### config.mk
export PLATFORM = sky130hd
export DESIGN_NAME = fixed_to_float_rne_flat
export DESIGN_NICKNAME = d
export VERILOG_FILES = /design/src/rtl/fixed_to_float_rne_if.sv /design/src/rtl/fixed_to_float_rne.sv /design/src/flat_wrapper.sv
export SDC_FILE = /design/constraint.sdc
export NUM_CORES = 1
export LEC_CHECK = 0
export ABC_AREA = 1
export CAP_MARGIN = 20
export CORE_MARGIN = 2
export CORE_UTILIZATION = 50
export DETAILED_ROUTE_END_ITERATION = 6
export GPL_ROUTABILITY_DRIVEN = 0
export MAX_ROUTING_LAYER = met4
export PLACE_DENSITY = 0.76
export SYNTH_ARGS = -nofsm -noshare
export SYNTH_HDL_FRONTEND = slang
export SYNTH_SLANG_ARGS = --single-unit
### constraint.sdc
create_clock -name i_CLK -period 7.85 [get_ports i_CLK]
set_clock_uncertainty 0.15 [all_clocks]
set_input_delay 1.1775 -clock i_CLK [delete_from_list [all_inputs] [get_ports i_CLK]]
set_output_delay 1.1775 -clock i_CLK [all_outputs]
set_load 0.1 [all_outputs]
### src/rtl/fixed_to_float_rne_if.sv
// Handshake bus for the fixed-point to single-precision converter.
// The slave modport is the converter side; the master modport is the producer/consumer side.
interface fixed_to_float_rne_if #(
    parameter int p_IN_WIDTH = 32
);
    logic                  i_VALID;
    logic                  o_READY;
    logic [p_IN_WIDTH-1:0] i_FIXED_WORD;
    logic                  o_VALID;
    logic                  i_READY;
    logic [31:0]           o_FLOAT_WORD;
    logic                  o_INEXACT;
    logic                  o_ZERO;

    modport slave (
        input  i_VALID, i_FIXED_WORD, i_READY,
        output o_READY, o_VALID, o_FLOAT_WORD, o_INEXACT, o_ZERO
    );

    modport master (
        output i_VALID, i_FIXED_WORD, i_READY,
        input  o_READY, o_VALID, o_FLOAT_WORD, o_INEXACT, o_ZERO
    );
endinterface

### src/rtl/fixed_to_float_rne.sv
// Three-stage signed fixed-point to IEEE-754 single conversion, round-to-nearest-even.
// Stages: sign/magnitude, leading-one normalise, round and pack; all stages stall together.
module fixed_to_float_rne #(
    parameter int p_IN_WIDTH  = 32,
    parameter int p_FRAC_BITS = 0
) (
    input  logic                  i_CLK,
    input  logic                  i_RST,
    fixed_to_float_rne_if.slave   bus
);
    // Normalised magnitude without its leading one, padded so guard/sticky always exist.
    localparam int             LP_NW   = p_IN_WIDTH + 23;
    localparam logic [6:0]     LP_MSB  = 7'(p_IN_WIDTH - 1);
    localparam logic [7:0]     LP_FRAC = 8'(p_FRAC_BITS);

    logic                  adv_s;

    logic                  s1_valid_q, s1_valid_d;
    logic                  s1_sign_q,  s1_sign_d;
    logic [p_IN_WIDTH-1:0] s1_mag_q,   s1_mag_d;

    logic                  s2_valid_q, s2_valid_d;
    logic                  s2_sign_q,  s2_sign_d;
    logic                  s2_zero_q,  s2_zero_d;
    logic [5:0]            s2_k_q,     s2_k_d;
    logic [p_IN_WIDTH-2:0] s2_frac_q,  s2_frac_d;

    logic                  o_valid_q,  o_valid_d;
    logic [31:0]           o_word_q,   o_word_d;
    logic                  o_inexact_q, o_inexact_d;
    logic                  o_zero_q,   o_zero_d;

    logic [5:0]            k_s;
    logic [6:0]            shamt_s;
    logic [LP_NW-1:0]      ext_s;
    logic [22:0]           mant_s;
    logic                  guard_s;
    logic                  sticky_s;
    logic                  round_up_s;
    logic [23:0]           mant_rnd_s;
    logic [7:0]            exp_s;

    // Global advance: everything moves when the output slot is free or being taken.
    always_comb begin
        adv_s = bus.i_READY | ~o_valid_q;
    end

    assign bus.o_READY      = adv_s;
    assign bus.o_VALID      = o_valid_q;
    assign bus.o_FLOAT_WORD = o_word_q;
    assign bus.o_INEXACT    = o_inexact_q;
    assign bus.o_ZERO       = o_zero_q;

    // Stage 1 next-state: sign and unsigned magnitude (most negative input stays representable).
    always_comb begin
        s1_valid_d = s1_valid_q;
        s1_sign_d  = s1_sign_q;
        s1_mag_d   = s1_mag_q;
        if (adv_s) begin
            s1_valid_d = bus.i_VALID;
            s1_sign_d  = bus.i_FIXED_WORD[p_IN_WIDTH-1];
            if (bus.i_FIXED_WORD[p_IN_WIDTH-1]) begin
                s1_mag_d = ~bus.i_FIXED_WORD + {{(p_IN_WIDTH-1){1'b0}}, 1'b1};
            end else begin
                s1_mag_d = bus.i_FIXED_WORD;
            end
        end else begin
            s1_mag_d = s1_mag_q;
        end
    end

    // Stage 2 next-state: leading-one index and left normalisation.
    always_comb begin
        k_s = 6'd0;
        for (int i = 0; i < p_IN_WIDTH; i++) begin
            if (s1_mag_q[i]) begin
                k_s = 6'(i);
            end else begin
                k_s = k_s;
            end
        end
        shamt_s    = LP_MSB - {1'b0, k_s};
        s2_valid_d = s2_valid_q;
        s2_sign_d  = s2_sign_q;
        s2_zero_d  = s2_zero_q;
        s2_k_d     = s2_k_q;
        s2_frac_d  = s2_frac_q;
        if (adv_s) begin
            s2_valid_d = s1_valid_q;
            s2_sign_d  = s1_sign_q;
            s2_zero_d  = ~|s1_mag_q;
            s2_k_d     = k_s;
            s2_frac_d  = s1_mag_q[p_IN_WIDTH-2:0] << shamt_s;
        end else begin
            s2_frac_d  = s2_frac_q;
        end
    end

    // Stage 3 next-state: round to nearest even, carry into exponent, pack.
    always_comb begin
        ext_s      = {s2_frac_q, 24'd0};
        mant_s     = ext_s[LP_NW-1 -: 23];
        guard_s    = ext_s[LP_NW-24];
        sticky_s   = |ext_s[LP_NW-25:0];
        round_up_s = guard_s & (sticky_s | mant_s[0]);
        mant_rnd_s = {1'b0, mant_s} + {23'd0, round_up_s};
        exp_s      = 8'd127 + {2'b00, s2_k_q} - LP_FRAC + {7'd0, mant_rnd_s[23]};
        o_valid_d   = o_valid_q;
        o_word_d    = o_word_q;
        o_inexact_d = o_inexact_q;
        o_zero_d    = o_zero_q;
        if (adv_s) begin
            o_valid_d = s2_valid_q;
            if (s2_zero_q) begin
                o_word_d    = 32'h0000_0000;
                o_inexact_d = 1'b0;
                o_zero_d    = 1'b1;
            end else begin
                o_word_d    = {s2_sign_q, exp_s, mant_rnd_s[22:0]};
                o_inexact_d = guard_s | sticky_s;
                o_zero_d    = 1'b0;
            end
        end else begin
            o_valid_d = o_valid_q;
        end
    end

    // Stage 1 registers.
    always_ff @(posedge i_CLK or posedge i_RST) begin
        if (i_RST) begin
            s1_valid_q <= 1'b0;
            s1_sign_q  <= 1'b0;
            s1_mag_q   <= {p_IN_WIDTH{1'b0}};
        end else begin
            s1_valid_q <= s1_valid_d;
            s1_sign_q  <= s1_sign_d;
            s1_mag_q   <= s1_mag_d;
        end
    end

    // Stage 2 registers.
    always_ff @(posedge i_CLK or posedge i_RST) begin
        if (i_RST) begin
            s2_valid_q <= 1'b0;
            s2_sign_q  <= 1'b0;
            s2_zero_q  <= 1'b0;
            s2_k_q     <= 6'd0;
            s2_frac_q  <= {(p_IN_WIDTH-1){1'b0}};
        end else begin
            s2_valid_q <= s2_valid_d;
            s2_sign_q  <= s2_sign_d;
            s2_zero_q  <= s2_zero_d;
            s2_k_q     <= s2_k_d;
            s2_frac_q  <= s2_frac_d;
        end
    end

    // Output registers.
    always_ff @(posedge i_CLK or posedge i_RST) begin
        if (i_RST) begin
            o_valid_q   <= 1'b0;
            o_word_q    <= 32'h0000_0000;
            o_inexact_q <= 1'b0;
            o_zero_q    <= 1'b0;
        end else begin
            o_valid_q   <= o_valid_d;
            o_word_q    <= o_word_d;
            o_inexact_q <= o_inexact_d;
            o_zero_q    <= o_zero_d;
        end
    end
endmodule

### src/flat_wrapper.sv
// flat-port wrapper written by rule: the top's interface ports become plain ports
module fixed_to_float_rne_flat 
#(
    parameter int p_IN_WIDTH  = 32,
    parameter int p_FRAC_BITS = 0
)
  (i_CLK, i_RST, bus_i_VALID, bus_i_FIXED_WORD, bus_i_READY, bus_o_READY, bus_o_VALID, bus_o_FLOAT_WORD, bus_o_INEXACT, bus_o_ZERO);
  fixed_to_float_rne_if #(.p_IN_WIDTH(p_IN_WIDTH)) bus_i ();
  input  logic i_CLK;
  input  logic i_RST;
  input wire logic [$bits(bus_i.i_VALID)-1:0] bus_i_VALID;
  input wire logic [$bits(bus_i.i_FIXED_WORD)-1:0] bus_i_FIXED_WORD;
  input wire logic [$bits(bus_i.i_READY)-1:0] bus_i_READY;
  output wire logic [$bits(bus_i.o_READY)-1:0] bus_o_READY;
  output wire logic [$bits(bus_i.o_VALID)-1:0] bus_o_VALID;
  output wire logic [$bits(bus_i.o_FLOAT_WORD)-1:0] bus_o_FLOAT_WORD;
  output wire logic [$bits(bus_i.o_INEXACT)-1:0] bus_o_INEXACT;
  output wire logic [$bits(bus_i.o_ZERO)-1:0] bus_o_ZERO;
  assign bus_i.i_VALID = bus_i_VALID;
  assign bus_i.i_FIXED_WORD = bus_i_FIXED_WORD;
  assign bus_i.i_READY = bus_i_READY;
  assign bus_o_READY = bus_i.o_READY;
  assign bus_o_VALID = bus_i.o_VALID;
  assign bus_o_FLOAT_WORD = bus_i.o_FLOAT_WORD;
  assign bus_o_INEXACT = bus_i.o_INEXACT;
  assign bus_o_ZERO = bus_i.o_ZERO;
  fixed_to_float_rne #(.p_IN_WIDTH(p_IN_WIDTH), .p_FRAC_BITS(p_FRAC_BITS)) u_core (.i_CLK(i_CLK), .i_RST(i_RST), .bus(bus_i));
endmodule
==> results.md <==
* H-tree depth at 3
* Synth area leaders: dfrtp_1 39%, nand2_1 16%, nand3_1 13%
* Syn Area/Cell at 6.94 sq um
* Post-synth EDFFs at 0
* Max Cap Viol at 0
* Worst Hold Class: flip-flop to flip-flop
* Clock sinks at 108
* Post-synthesis cell count at 1003
* Post-CTS resize count at 0
* Most frequent cells in the layout: 298 x nand2_1, 185 x nand3_1, 108 x dfrtp_1, 91 x inv_1, 71 x clkdlybuf4s50_1
* Root buf cell: clkbuf_16
* Fin crit share at 58.2%
* Final ANT Viol Nets at 0
* Max IR drop VDD at 0.159 mV
* Synth cell types at 40
* Status: finished clean
* # hold bufs at CTS at 0
* Starting Density at 50.7%
* Tmin final at 4570 ps
* Port Buffer Count at 71
* Initial antenna violation count at 0
* Global-route wire length before repair at 29100 microns
* Worst hold-check slack at 308 ps
* Antenna cell count at 0
* Multi-input gate area at 3670 sq um
* 1st-pass router iterations at 7
* Slew Viols, Final at 0
* Layout cells sized above 1 at 5.43%
* Pleak at 3.86 nW
* GRT Total Usage at 25.1%
* FMAX at 219 MHz
* Primary FF master, synth: dfrtp_1
* Syn_nets at 1044
* Core Rows at 43
* Worst-margin pin slew at 995 ps
* DRC viols at 0
* Setup Total Neg Slack at 0 ps
* Synth warn at 0
* I/O pin count at 72
* Detail Placement HPWL at 12400 microns
* Max FO, Critical Path at 49
* Slew margin rel. at 33.6%
* Post-DR wirelength/cell at 13.9 microns
* Fill cells at 1289
* Mapped Area at 6960 sq um
* Final number of setup-violating endpoints at 0
* GRT overflow at 0
* Power density over the cells at 427 nW/um^2
* Register bit total from synthesis at 108
* Fraction of synthesized cell area taken by the top area cell type at 38.8%
* Required @ worst endpoint at 6520 ps
* Storage cell area at 2700 sq um
* Nets at 1086
* Initial DRC count at 663
* Via count at 6733
* Sequential share of the synthesized area at 38.8%
* CTS Buffer Depth at 2
* Largest area contributor in the netlist: dfrtp_1
* Pin count of the biggest net entering global routing at 87
* Vias in the first global route at 6208
* Core Area at 13700 sq um
* Worst skew pair latency at 360 ps
* Hold Vio Cnt, Final at 0
* Area grow syn2layout at 16.8%
* CTS tree: yes
* Clock transition at path regs at 70 ps
* Die Width at 122 microns
* Setup crit start kind: input pin
* Die area at 14900 sq um
* CP arrival at 3240 ps
* Kind of critical path: input pin to output pin
* Commonest non-fill, non-tap cell in the layout: nand2_1
* Worst setup EP type: output pin
* CTS Buf Count at 9
* Via density at 5.47
* Post-CTS Setup Bufs at 0
* RSZ-0062 raised after global routing: no
* DRT Wirelength at 17100 microns
* Post-synth ARST share at 100%
* Die H at 122 microns
## state kept, by name, summed over array words and instances, names as in the netlist
name	cells
u_core.s2_frac_q	31
u_core.bus.o_FLOAT_WORD	32
u_core.s2_zero_q	1
u_core.bus.o_VALID	1
u_core.bus.o_ZERO	1
u_core.s2_k_q	5
u_core.s2_valid_q	1
u_core.s1_mag_q	32
u_core.s1_sign_q	1
u_core.s1_valid_q	1
u_core.s2_sign_q	1
u_core.bus.o_INEXACT	1
## kinds of logic (layout without fill, tap and decap cells)
group	after synthesis	after routing	synth area share, %
AO/OA/AOI/OAI	116	116	9.71
AND/OR/NAND/NOR	598	598	38.4
flip-flops	108	108	38.8
adder cells (fa/ha/maj)	5	5	0.899
buffers and inverters	148	195	8.67
XOR/XNOR	28	28	3.52
## report_power, final
group / internal [mW] / switching (mW) / total (mW) / leakage, nW
registers: 0.779 / 0.173 / 0.952 / 1.30
logic: 0.540 / 1.45 / 1.99 / 2.40
clock network: 0.322 / 0.211 / 0.532 / 0.166
total: 1.64 / 1.83 / 3.47 / 3.86
## Yosys cell counts, drive strengths merged (3+ instances only)
master	instances
nor4	10
nand2	300
dfrtp	108
a21oi	11
xor2	22
o211ai	3
o21ai	76
buf	19
ha	5
or2	3
o31ai	6
clkbuf	33
inv	96
nor3	20
nand3	194
nor2	55
xnor2	6
nand4	14
o22ai	4
a22o	4
a32o	6
## worst max-delay path, cell delays in order
cell             delay, ps
clkdlybuf4s50_1        500
nor2_4                  40
buf_4                  260
inv_1                  120
clkdlybuf4s50_1       1130
## through the flow
stage | total power, mW | setup WS [ps] | cells | area (sq um) | util (%)
2_1_floorplan | 2.46 | 3680 | 1003 | 6960 | -
5_1_grt | 3.72 | 3110 | 1230 | 8130 | 59.2
3_3_place_gp | 2.90 | 3280 | 1213 | 7750 | 56.5
4_1_cts | 3.46 | 3270 | 1229 | 8100 | 59.0
6_report | 3.47 | 3280 | 1230 | 8130 | 59.2
3_5_place_dp | 2.93 | 3270 | 1213 | 7750 | 56.5
## worst paths after layout
check	end	cells past startpoint	slack, ps	startpoint
setup / recovery	bus_o_READY	5	3280	bus_i_READY
hold / removal	u_core.bus.o_VALID$_DFFE_PP0P_	2	310	u_core.s2_valid_q$_DFFE_PP0P_
setup reg to reg	u_core.s2_frac_q[11]$_DFFE_PP0P_	38	3750	u_core.s1_mag_q[2]$_DFFE_PP0P_
hold reg to reg	u_core.bus.o_VALID$_DFFE_PP0P_	2	310	u_core.s2_valid_q$_DFFE_PP0P_
max in group asynchronous	u_core.s2_frac_q[3]$_DFFE_PP0P_	4	5540	i_RST
min in group asynchronous	u_core.bus.o_FLOAT_WORD[29]$_DFFE_PP0P_	2	960	i_RST
## cell type report
| class | instances | share of cell area, % |
|---|---|---|
| Multi-Input combinational cell | 747 | 45.1 |
| Sequential cell | 108 | 33.3 |
| Timing Repair Buffer | 83 | 10.1 |
| Inverter | 96 | 4.46 |
| Clock buffer | 11 | 2.99 |
| Tap cell | 180 | 2.77 |
| Clock inverter | 5 | 1.31 |
## routing by layer
metal	global-route usage, %	vias to the layer above	wire, microns	part of all wire, %
met3	5.99	35	1010	5.9
met2	38.9	210	7760	46
li1	-	3409	-	-
met1	32.1	3079	7790	46
met4	9.12	0	501	2.9
met5	-	-	0	0
(Power assumes the default switching activity.)
